[src/rtl/encoder_4x2_debounced.sv]
// rtl/encoder_4x2_debounced.sv - debounced 4-to-2 priority encoder with valid/ack handshake
//
// Purpose: synchronizes four request lines, then encodes the highest set line.
// A code is presented only after it has been stable for DEBOUNCE_CYCLES
// cycles. After the consumer acknowledges a code, every line must be released
// for DEBOUNCE_CYCLES cycles before the block accepts another code.
//
// Ports:
//   clk    rising-edge clock for all state
//   rst    asynchronous active-high reset
//   D[3:0] asynchronous request lines, 1 = asserted, D[3] has highest priority
//   E      enable, sampled directly without a synchronizer
//   ack    consumer acknowledge of the presented code (used only while valid)
//   A[1:0] encoded index of the accepted line (registered)
//   V      accepted code is valid (registered)
//   MULTI  more than one line was set when the code was captured (registered)
//   CNT    count of accepted codes, wraps modulo 256 (registered)

module encoder_4x2_debounced #(
  parameter int DEBOUNCE_CYCLES = 4
) (
  input  logic       clk,
  input  logic       rst,
  input  logic [3:0] D,
  input  logic       E,
  input  logic       ack,
  output logic [1:0] A,
  output logic       V,
  output logic       MULTI,
  output logic [7:0] CNT
);

  localparam logic [7:0] LP_LAST = 8'(DEBOUNCE_CYCLES - 1);

  typedef enum logic [1:0] {
    ST_IDLE     = 2'd0,
    ST_DEBOUNCE = 2'd1,
    ST_VALID    = 2'd2,
    ST_RELEASE  = 2'd3
  } state_t;

  state_t     r_state;
  state_t     w_state_next;

  logic [3:0] r_d_meta;
  logic [3:0] r_ds;
  logic [7:0] r_count;
  logic [1:0] r_cand;
  logic       r_mflag;
  logic [1:0] r_a;
  logic       r_v;
  logic       r_multi;
  logic [7:0] r_cnt;

  logic       w_req;
  logic [1:0] w_code;
  logic       w_multi;
  logic       w_match;
  logic       w_last;

  logic       w_capture;
  logic       w_stable;
  logic       w_accept;
  logic       w_cnt_inc;
  logic       w_cnt_clr;
  logic       w_clr_v;

  // Two-flop synchronizer; nothing downstream looks at D directly.
  always_ff @(posedge clk or posedge rst) begin
    if (rst) begin
      r_d_meta <= 4'd0;
      r_ds     <= 4'd0;
    end else begin
      r_d_meta <= D;
      r_ds     <= r_d_meta;
    end
  end

  always_comb begin
    w_code = 2'd0;
    if (r_ds[3])      w_code = 2'd3;
    else if (r_ds[2]) w_code = 2'd2;
    else if (r_ds[1]) w_code = 2'd1;
    else              w_code = 2'd0;
  end

  assign w_req   = |r_ds;
  // Clearing the lowest set bit leaves something only if two or more bits were set.
  assign w_multi = |(r_ds & (r_ds - 4'd1));
  assign w_match = w_req && (w_code == r_cand);
  assign w_last  = (r_count == LP_LAST);

  // State register
  always_ff @(posedge clk or posedge rst) begin
    if (rst) r_state <= ST_IDLE;
    else     r_state <= w_state_next;
  end

  // Next-state logic
  always_comb begin
    w_state_next = r_state;
    case (r_state)
      ST_IDLE: begin
        if (E && w_req) w_state_next = ST_DEBOUNCE;
      end
      ST_DEBOUNCE: begin
        if (!E || !w_match) w_state_next = ST_IDLE;
        else if (w_last)    w_state_next = ST_VALID;
      end
      ST_VALID: begin
        // Disable wins over acknowledge.
        if (!E)       w_state_next = ST_IDLE;
        else if (ack) w_state_next = ST_RELEASE;
      end
      ST_RELEASE: begin
        if (!E)                  w_state_next = ST_IDLE;
        else if (!w_req && w_last) w_state_next = ST_IDLE;
      end
      default: w_state_next = ST_IDLE;
    endcase
  end

  // Output/control strobes decoded from the current state
  always_comb begin
    w_capture = (r_state == ST_IDLE) && E && w_req;
    w_stable  = (r_state == ST_DEBOUNCE) && E && w_match;
    w_accept  = w_stable && w_last;
    w_cnt_inc = (w_stable && !w_last) ||
                ((r_state == ST_RELEASE) && E && !w_req && !w_last);
    w_cnt_clr = w_capture ||
                ((r_state == ST_VALID) && E && ack) ||
                ((r_state == ST_RELEASE) && w_req);
    w_clr_v   = (r_state == ST_VALID) && (!E || ack);
  end

  // Datapath registers
  always_ff @(posedge clk or posedge rst) begin
    if (rst) begin
      r_count <= 8'd0;
      r_cand  <= 2'd0;
      r_mflag <= 1'b0;
      r_a     <= 2'd0;
      r_v     <= 1'b0;
      r_multi <= 1'b0;
      r_cnt   <= 8'd0;
    end else begin
      if (w_cnt_clr)      r_count <= 8'd0;
      else if (w_cnt_inc) r_count <= r_count + 8'd1;

      if (w_capture) begin
        r_cand  <= w_code;
        r_mflag <= w_multi;
      end

      if (w_accept) begin
        r_a     <= r_cand;
        r_multi <= r_mflag;
        r_v     <= 1'b1;
        r_cnt   <= r_cnt + 8'd1;
      end else if (w_clr_v) begin
        r_v     <= 1'b0;
      end
    end
  end

  assign A     = r_a;
  assign V     = r_v;
  assign MULTI = r_multi;
  assign CNT   = r_cnt;

endmodule
[config.mk]
export PLATFORM = sky130hd
export DESIGN_NAME = encoder_4x2_debounced
export DESIGN_NICKNAME = d
export VERILOG_FILES = /design/src/rtl/encoder_4x2_debounced.sv
export SDC_FILE = /design/constraint.sdc
export NUM_CORES = 1
export LEC_CHECK = 0
export CAP_MARGIN = 30
export CORE_UTILIZATION = 45
export CTS_CLUSTER_DIAMETER = 100
export CTS_CLUSTER_SIZE = 10
export DETAILED_ROUTE_END_ITERATION = 6
export DONT_BUFFER_PORTS = 1
export PLACE_DENSITY_LB_ADDON = 0.15
export SETUP_SLACK_MARGIN = 0.5
export SLEW_MARGIN = 10
export SYNTH_ARGS = -nofsm -noshare
export SYNTH_HDL_FRONTEND = slang
export SYNTH_SLANG_ARGS = --single-unit
[constraint.sdc]
create_clock -name clk -period 2.68 [get_ports clk]
set_clock_uncertainty 0.2 [all_clocks]
set_input_delay 0.536 -clock clk [delete_from_list [all_inputs] [get_ports clk]]
set_output_delay 0.536 -clock clk [all_outputs]
set_load 0.01 [all_outputs]
**After elaboration in Yosys (flattened, before gate mapping)**

Index checks and enable logic that the tools add are counted.

- Register bits: 33
- Word-level logic and storage cells: 69

- $add $sub $neg: 3
- Eq/ne operators: 9
- Multiplexer cells: 15
- Bitwise gates (word level): 1
- Reductions and logical operators: 31

Operator list:

| operator | count |
|---|---|
| 2-to-1 mux 2 bit | 9 |
| adder 8 x 1 -> 8 bit, second input constant | 2 |
| logical AND 1 bit | 16 |
| 2-to-1 mux 8 bit | 2 |
| != test 3 bit, second input constant | 3 |
| equality test 8 x 2 -> 1 bit, second input constant | 1 |
| one-hot mux 2 bit (4 select lines) | 1 |
| OR reduction 4 bit | 2 |
| logical OR 1 bit | 5 |
| AND 4 bit | 1 |
| equality test 2 bit, second input constant | 2 |
| zero test 1 bit | 4 |
| AND reduction 4 bit | 1 |
| nonzero test 2 bit | 2 |
| subtractor 4 x 1 -> 4 bit, second input constant | 1 |
| 2-to-1 mux 1 bit | 3 |
| equality test 2 x 1 -> 1 bit, second input constant | 1 |
| equality test 2 bit | 1 |
| zero test 2 bit | 1 |
| != test 2 bit, second input constant | 1 |

**Longest topological paths before layout**

Gate-level depths: netlist of run 1.

- Depth after elaboration: 10
- Depth in mapped cells: 7

**Worst setup path after synthesis of run 1**

OpenSTA, ideal clock, no wires.

- Kind: register to register
- Start point: register r_count[0]
- End point: register r_cnt[1], in the netlist CNT[1]
- Arrival: 1685 ps
- Data required time: 2355 ps
- Slack: 670 ps
- Stages on the path, launching flop included: 7
- Cells stage by stage: dfrtp_1 -> ha_1 -> nor4b_2 -> nand2_2 -> a211oi_4 -> buf_6 -> mux2_2

- Word-level cells in the longest chain between the ends: 2

Ends and longest elaborated chain:

| item | line | RTL |
|---|---|---|
| start, declared | 47 | `logic [7:0] r_count;` |
| start signal, assigned | 148 | `else if (w_cnt_inc) r_count <= r_count + 8'd1;` |
| equality test 8 x 2 -> 1 bit | 91 | `assign w_last = (r_count == LP_LAST);` |
| logical AND 1 bit | 127 | `w_accept = w_stable && w_last;` |
| end signal, assigned | 159 | `r_cnt <= r_cnt + 8'd1;` |
| end, declared | 53 | `logic [7:0] r_cnt;` |

Every way passes these cells.
A chain may end at the register's enable or synchronous reset.

**Worst setup path in the final report of run 1**

- Start point: register r_count[1]
- End point: register r_cnt[1], in the netlist CNT[1]

Same word-level chain as after synthesis.

==> flow_summary.toml, run 1 <==
[sta]
finalCritPeriodShare = 0.7659
min_period_ns = 2.053
tightestPinTransition_ns = 0.4889
rsz0062_at_grt = "false"
setup_tns_ns = 0
slew_headroom = 0.6740
hold_violations = 0
final-setup-viol-count = 0
clock.fmax_mhz = 487.2
drv_slew = 0

[power_and_ir_drop]
ir_worst_vdd_mv = 0.3330
power_density_nw_per_um2 = 662.8
p_leak_nw = 0.7975
power.total_mw = 1.133

[place]
io_buffers = 0
hpwl_um = 1888
place.gp.congestion = 0.8984
place_area_um2 = 1580

[yosys]
netlist.top_cell.by_area = "dfrtp_1"
syn-num-nets = 147
synth_top_area_share = 0.5353
yosys-top-cells-area = "dfrtp_1 54%, mux2i_1 5.2%, nand2_1 3.9%"
ys_ff_latch = 33
synth_warnings = 0
async_flop_share = 1.000
synth-main-ff-cell = "dfrtp_1"
yosysSeqAreaShare = 0.5353
avgSynthCellArea_um2 = 11.26
netlist_instances = 137
synth_edf_count = 0
netlist_area_um2 = 1543
synth.distinct_cells = 41

[worst_setup_path]
reg2reg_setup_slack_ns = 0.63
rr_endpoint = "CNT[1]"
cp_slowest_stage_delay_ns = 0.42
path_cells = "ha_2, nor4b_2, nand2_2, a211oi_4, buf_4, mux2_2"
cp.required_ns = 2.70
cpMaxStageDelayCell = "dfrtp_1"
endpoint_kind = "flop"
path_buf_inv = 1
r2r_start = "r_count[1]"
worst-path-max-fanout = 9
start_kind = "flop"
worstPathArrival_ns = 2.07
reg2reg_depth = 6
cp_top_family = "flip-flops"
criticalPathCategory = "reg -> reg"

[clock_network]
htreeDepth = 2
clk_latency_ns = 0.32
clockBufferDepth = 2
clock-root-buffer = "clkbuf_4"
clock_sinks = 33
clkTransAtPathRegs_ns = 0.10
cts_tree = "built"
numCtsBuffers = 5

[detailed_routing]
num_vias = 1045
drc = 0
drt-total-wl_um = 2644
vias_per_cell = 5.471
avgRoutedWirePerCell_um = 13.84
ant_nets = 0
first_iter_violations = 35
dr.pass1.iters = 4

[floorplan]
die_w_um = 60.55
initial_core_util = 0.4893
die-area_um2 = 3666
fp-row-count = 20
coreArea_um2 = 3153
die_h_um = 60.55
io_pins = 20

[layout]
drive_gt1_frac = 0.1633
final_area_um2 = 1709
antenna_cells = 0
nets = 156
final_common_cell = "dfrtp_1"
mostFrequentLayoutCells = "32 x dfrtp_1, 16 x nand2_1, 8 x mux2i_1"
area_growth_pct = 10.79

[hold_path]
hold_start = "D[0]"
hold_end = "r_d_meta[0]"
hold_depth = 0
hold_path.class = "in -> reg"

[global_route]
grt_pass1_wl_um = 4409
grt_pass1_vias = 1028
antenna_found_initial = 0
grt_util_all_layers = 0.1653
overflow = 0
grt_max_degree = 34

[run_status]
status = "completed"

[job]
maxCapViolCount = 0
[kinds of logic after synthesis]
logic type / synth area share
flops: 0.5353
simple gates: 0.1809
buf+inv: 0.02352
mux: 0.08110
fa+ha+maj: 0.02271
compound gates: 0.1168
xor+xnor: 0.03974
[cells in the mapped netlist (2+ instances only)]
library cell and n:
nor3_1 3, inv_1 3, xnor2_1 5, nand4_1 4, nand2b_1 3, nor2b_1 4, xor2_1 2, mux2_2 3
mux2i_1 8, buf_2 2, and3_1 3, o2111ai_1 2, o211ai_1 3, ha_1 2, dfrtp_1 33, nor2_1 7
and4_1 2, o21ai_1 4, nand3_1 2, nand2_1 16, o21ai_0 5, and2_1 2
[metal layers]
layer,global-route usage,part of all wire,vias up
met3,0.05544,0.045,7
met2,0.2480,0.45,21
met1,0.2182,0.49,510
met5,0,0,-
li1,-,-,507
met4,0.07468,0.020,0
[worst max path at each step]
stage,start,end,slack [ns],cells after the start
2_1_floorplan,r_count[0],CNT[1],0.67,6
3_3_place_gp,r_count[0],A[1],0.45,5
3_5_place_dp,r_count[0],A[1],0.36,5
4_1_cts,r_count[0],CNT[1],0.60,6
5_1_grt,r_count[1],CNT[1],0.50,6
6_report,r_count[1],CNT[1],0.63,6
[sequential cells by signal (all words and copies together), names as in the netlist]
name / cells
r_d_meta: 4
CNT: 8
r_mflag: 1
r_state: 2
r_cand: 2
r_ds: 4
r_count: 8
A: 2
V: 1
MULTI: 1
[area by class of cell]
class	instances	area, um^2
clock buffers	7	55.05
clock inverters	1	30.03
fillers	308	1444
inverters	3	11.26
multi-input cells	97	683.2
flip-flops and latches	33	827.0
well taps	44	55.05
repair buffers	6	47.55
[timing repair]
action / 4_1_cts / 5_1_grt
hold buffers: 1 / 0
resized for setup: 0 / 2
hold endpoints to repair: 33 / 0
pin swaps: 1 / 0
setup buffers: 3 / 1
setup endpoints to repair: 10 / 7
[per-stage QoR]
stage	utilization	instances	setup slack, ns	hold slack (ns)
after global routing	0.5421	191	0.5033	0.01233
after floorplan	-	137	0.6698	0.1312
after CTS	0.5385	190	0.5952	0.01875
final	0.5421	191	0.6274	0.03196
after global placement	0.5012	178	0.4475	0.1380
after detailed placement	0.5012	178	0.3642	0.1393
[power by group]
part	internal (mW)	switching [mW]	leakage (nW)	total, mW
logic	0.0591	0.0817	0.319	0.141
clock network	0.223	0.159	0.0455	0.382
registers	0.547	0.0634	0.432	0.610
[worst reg2reg max path, delay by kind of cell (launching register included)]
family | cells | cell delay (ns)
DFF | 1 | 0.42
and+or+nand+nor | 2 | 0.37
muxes | 1 | 0.34
adders and majority gates | 1 | 0.23
buffers and inverters | 1 | 0.20
AOI/OAI and AO/OA | 1 | 0.19
Power figures use the tool's default switching activity.
==> run 2: changes to the inputs <==
Clock period 2.68 ns to 1.85 ns, I/O delays scaled along.
==> run 2 against run 1 <==
Against the previous run:
- design area up 23%
- the flow now finishes with violations (setup timing)
- register-to-register slack worse by 0.68 ns
- largest power group unchanged
- flip-flop and latch count unchanged
==> flow_summary.toml, run 2 (synthesized netlist as in run 1, its figures left out) <==
[run_status]
status = "finished with violations"
violations = "setup timing"

[power_and_ir_drop]
ir_worst_vdd_mv = 0.6888
power_density_nw_per_um2 = 912.3
power.total_mw = 1.923
p_leak_nw = 0.9649

[clock_network]
numCtsBuffers = 5
clock-root-buffer = "clkbuf_4"
clockBufferDepth = 2
cts_tree = "built"
htreeDepth = 2
clk_latency_ns = 0.34
clkTransAtPathRegs_ns = 0.11
clock_sinks = 33

[global_route]
grt_util_all_layers = 0.1968
overflow = 0
grt_pass1_vias = 1091
grt_pass1_wl_um = 5064
grt_max_degree = 34
antenna_found_initial = 0

[place]
hpwl_um = 2179
dp_slack_ns = -0.08067
io_buffers = 0
dp_cells = 200
place.gp.congestion = 0.8156

[detailed_routing]
avgRoutedWirePerCell_um = 14.96
vias_per_cell = 5.235
wl_met3_um = 148
num_vias = 1157
met2_wirelength_um = 1577
drt-total-wl_um = 3306
dr.pass1.iters = 4
top_layer_used = "met4"
first_iter_violations = 36
drc = 0
drt-met1-wl_um = 1510
ant_nets = 0

[sta]
min_period_ns = 1.900
finalCritPeriodShare = 1.027
clock.fmax_mhz = 526.2
drv_slew = 0
final-setup-viol-count = 13
slew_headroom = 0.7203
rsz0062_at_grt = "true"
setup_ws_ns = -0.05025
tightestPinTransition_ns = 0.4196
hold_violations = 0

[layout]
finalNonFillerCells = 221
fillers = 264
nets = 186
drive_gt1_frac = 0.4181
area_growth_pct = 36.66
final_common_cell = "buf_4"
mostFrequentLayoutCells = "24 x buf_4, 23 x dfrtp_1, 15 x nand2_1"
antenna_cells = 0
utilization = 0.6687
multi_input_area_um2 = 792.0
ff_latch_area_um2 = 838.3

[worst_setup_path]
reg2reg_setup_slack_ns = -0.05
start_kind = "flop"
endpoint = "A[0]"
criticalPathCategory = "reg -> reg"
r2r_start = "r_count[1]"
rr_endpoint = "A[0]"
cp.required_ns = 1.88
worstPathArrival_ns = 1.93
worst-path-max-fanout = 4
reg2reg_depth = 6
crit_path_start = "r_count[1]"
endpoint_kind = "flop"

[hold_path]
hold_start = "E"
hold_path.class = "in -> reg"

[floorplan]
initial_core_util = 0.4893
die_w_um = 60.55
fp-row-count = 20
io_pins = 20
die_h_um = 60.55
coreArea_um2 = 3153
die-area_um2 = 3666

[job]
maxCapViolCount = 0
## run 2: cell count changes in the layout (fill, tap and decap cells not counted), sizes merged
cell / before / now
buf: 5 / 31
dlygate4sd3: 1 / 5
clkbuf: 7 / 5
bufinv: 1 / 2
clkinv: 0 / 1
## run 2: through the flow
stage               hold slack [ns]  TNS [ns]  area (um^2)
floorplan                    0.1312   -0.1759         1573
global placement             0.1367   -0.1182         1769
detailed placement           0.1378   -0.7029         1769
CTS                        0.004735   -0.3650         1972
global route                0.04016    -1.994         2108
finish                      0.01615   -0.3234         2108
## run 2: worst max-delay path: stages, from the launching register on
cell and delay, ns:
dfrtp_1 0.37, ha_2 0.20, nor4b_4 0.22, nand2_2 0.12, a211oi_4 0.22, buf_6 0.15, mux2_2 0.32
## run 2: timing repair
item                       CTS  global route
pin swaps                    8             7
hold endpoints to repair    37             0
setup endpoints to repair   36            37
hold buffers                 5             0
setup buffers                2             6
gates resized for setup     15            23
## run 2: how the worst min path moves through the flow
stage,end,slack [ns],depth (start not counted)
finish,r_state[0],0.02,2
global route,r_state[0],0.04,2
CTS,r_state[0],0.005,2
detailed placement,r_ds[2],0.14,0
global placement,r_ds[0],0.14,0
floorplan,r_ds[0],0.13,0
## run 2: per-layer routing
metal | track usage | up-vias
met5 | 0 | -
met4 | 0.06818 | 0
met3 | 0.07463 | 10
met2 | 0.2967 | 26
met1 | 0.2609 | 550
li1 | - | 571
## run 2: power by group
part	switching, mW	internal, mW	total [mW]
clock	0.248	0.418	0.666
combinational	0.200	0.186	0.386
sequential	0.0810	0.790	0.871
## run 2: final cells by class
class | count | area share
sequential | 33 | 0.3976
multi-input combinational | 97 | 0.3757
timing repair buffer | 36 | 0.1466
clock inverter | 3 | 0.03086
tap | 44 | 0.02611
clock buffer | 5 | 0.01780
inverter | 3 | 0.005341
==> run 3: changes to the inputs <==
Settings changed: SETUP_SLACK_MARGIN 0.5 to not set.
==> run 3 against run 2 <==
Against the previous run:
- highest routed layer unchanged
- combinational power decreased by 5%
- via count decreased by 0.43%
- critical endpoint unchanged
- die area unchanged
- the flow still finishes with violations (setup timing)
- design area decreased by 7.1%
- cell count decreased by 2.7%
- non-clock buffer count decreased by 6
==> flow_summary.toml, run 3 (synthesized netlist as in run 1, its figures left out) <==
[clock_network]
cts_tree = "built"
clock-root-buffer = "clkbuf_4"
clk_latency_ns = 0.34
htreeDepth = 2
clockBufferDepth = 2
clkTransAtPathRegs_ns = 0.11
clock_sinks = 33
numCtsBuffers = 5

[detailed_routing]
drt-total-wl_um = 3110
ant_nets = 0
first_iter_violations = 28
num_vias = 1152
avgRoutedWirePerCell_um = 14.47
dr.pass1.iters = 4
vias_per_cell = 5.358
drc = 0

[global_route]
overflow = 0
grt_util_all_layers = 0.1870
grt_pass1_wl_um = 4968
grt_max_degree = 34
antenna_found_initial = 0
grt_pass1_vias = 1114

[sta]
rsz0062_at_grt = "true"
setup_ws_ns = -0.05154
drv_slew = 0
final-setup-viol-count = 7
clock.fmax_mhz = 525.9
tightestPinTransition_ns = 0.4095
slew_headroom = 0.7270
min_period_ns = 1.902
hold_violations = 0
finalCritPeriodShare = 1.028

[layout]
drive_gt1_frac = 0.3275
antenna_cells = 0
finalNonFillerCells = 215
fillers = 276
mostFrequentLayoutCells = "31 x dfrtp_1, 22 x buf_4, 16 x nand2_1"
final_common_cell = "dfrtp_1"
area_growth_pct = 26.93
nets = 180

[power_and_ir_drop]
ir_worst_vdd_mv = 0.5015
power_density_nw_per_um2 = 824.4
p_leak_nw = 0.9102
power.total_mw = 1.614

[floorplan]
io_pins = 20
initial_core_util = 0.4893
die_h_um = 60.55
fp-row-count = 20
coreArea_um2 = 3153
die-area_um2 = 3666
die_w_um = 60.55

[place]
place.gp.congestion = 0.8950
io_buffers = 0
hpwl_um = 2152
dp_cells = 199

[worst_setup_path]
start_kind = "flop"
worst-path-max-fanout = 13
worstPathArrival_ns = 1.93
cp.required_ns = 1.88
criticalPathCategory = "reg -> reg"
endpoint_kind = "flop"

[run_status]
status = "finished with violations"
violations = "setup timing"

[job]
maxCapViolCount = 0

[hold_path]
hold_path.class = "in -> reg"
## run 3: metrics by stage
step	util	setup WS (ns)	setup TNS, ns	cell area (um^2)	hold WS (ns)
2_1_floorplan	-	-0.06197	-0.1759	1567	0.1312
3_3_place_gp	0.5627	-0.01447	-0.02869	1774	0.1348
3_5_place_dp	0.5627	-0.04742	-0.1637	1774	0.1372
4_1_cts	0.6032	-0.05567	-0.1850	1902	0.1368
5_1_grt	0.6210	-0.1674	-1.969	1958	0.1452
6_report	0.6210	-0.05154	-0.1610	1958	0.1501
## run 3: worst paths after layout
| kind | start | to | slack [ns] | cells after the start |
|---|---|---|---|---|
| setup / recovery | r_ds[1] | A[0] | -0.05 | 5 |
| hold / removal | E | r_state[0] | 0.15 | 3 |
| setup reg to reg | r_ds[1] | A[0] | -0.05 | 5 |
| hold reg to reg | r_d_meta[1] | r_ds[1] | 0.16 | 0 |
| max in group asynchronous | rst | r_ds[1] | 0.78 | 3 |
| min in group asynchronous | rst | r_count[1] | 0.35 | 3 |
## run 3: critical path: stages (launching register included)
cell and delay (ns):
dfrtp_2 0.47, nor2b_1 0.23, o21ai_2 0.12, a211oi_4 0.28
buf_12 0.17, mux2_2 0.33
## run 3: layout make-up
class / instances / area [um^2] / share of cell area
timing repair buffer: 30 / 256.5 / 0.1310
clock inverter: 3 / 17.52 / 0.008946
clock buffer: 5 / 37.54 / 0.01917
sequential: 33 / 828.3 / 0.4230
inverter: 3 / 11.26 / 0.005751
tap: 44 / 55.05 / 0.02811
multi-input combinational: 97 / 752.0 / 0.3840
## run 3: where the power goes
group	internal, mW	switching, mW
logic	0.171	0.196
clock network	0.143	0.248
registers	0.790	0.0656
total	1.10	0.510
## run 3: timing repair
item / 4_1_cts / 5_1_grt
cloned: 0 / 1
hold buffers: 6 / 0
setup buffers: 1 / 0
endpoints found under the hold margin: 38 / 0
pin swaps: 0 / 1
endpoints found under the setup margin: 12 / 22
gates resized for setup: 3 / 13
## run 3: metal layers
| layer | routed length [um] | track usage |
|---|---|---|
| met1 | 1456 | 0.2555 |
| met4 | 32 | 0.05844 |
| met2 | 1466 | 0.2889 |
| met3 | 154 | 0.05544 |
| met5 | 0 | 0 |
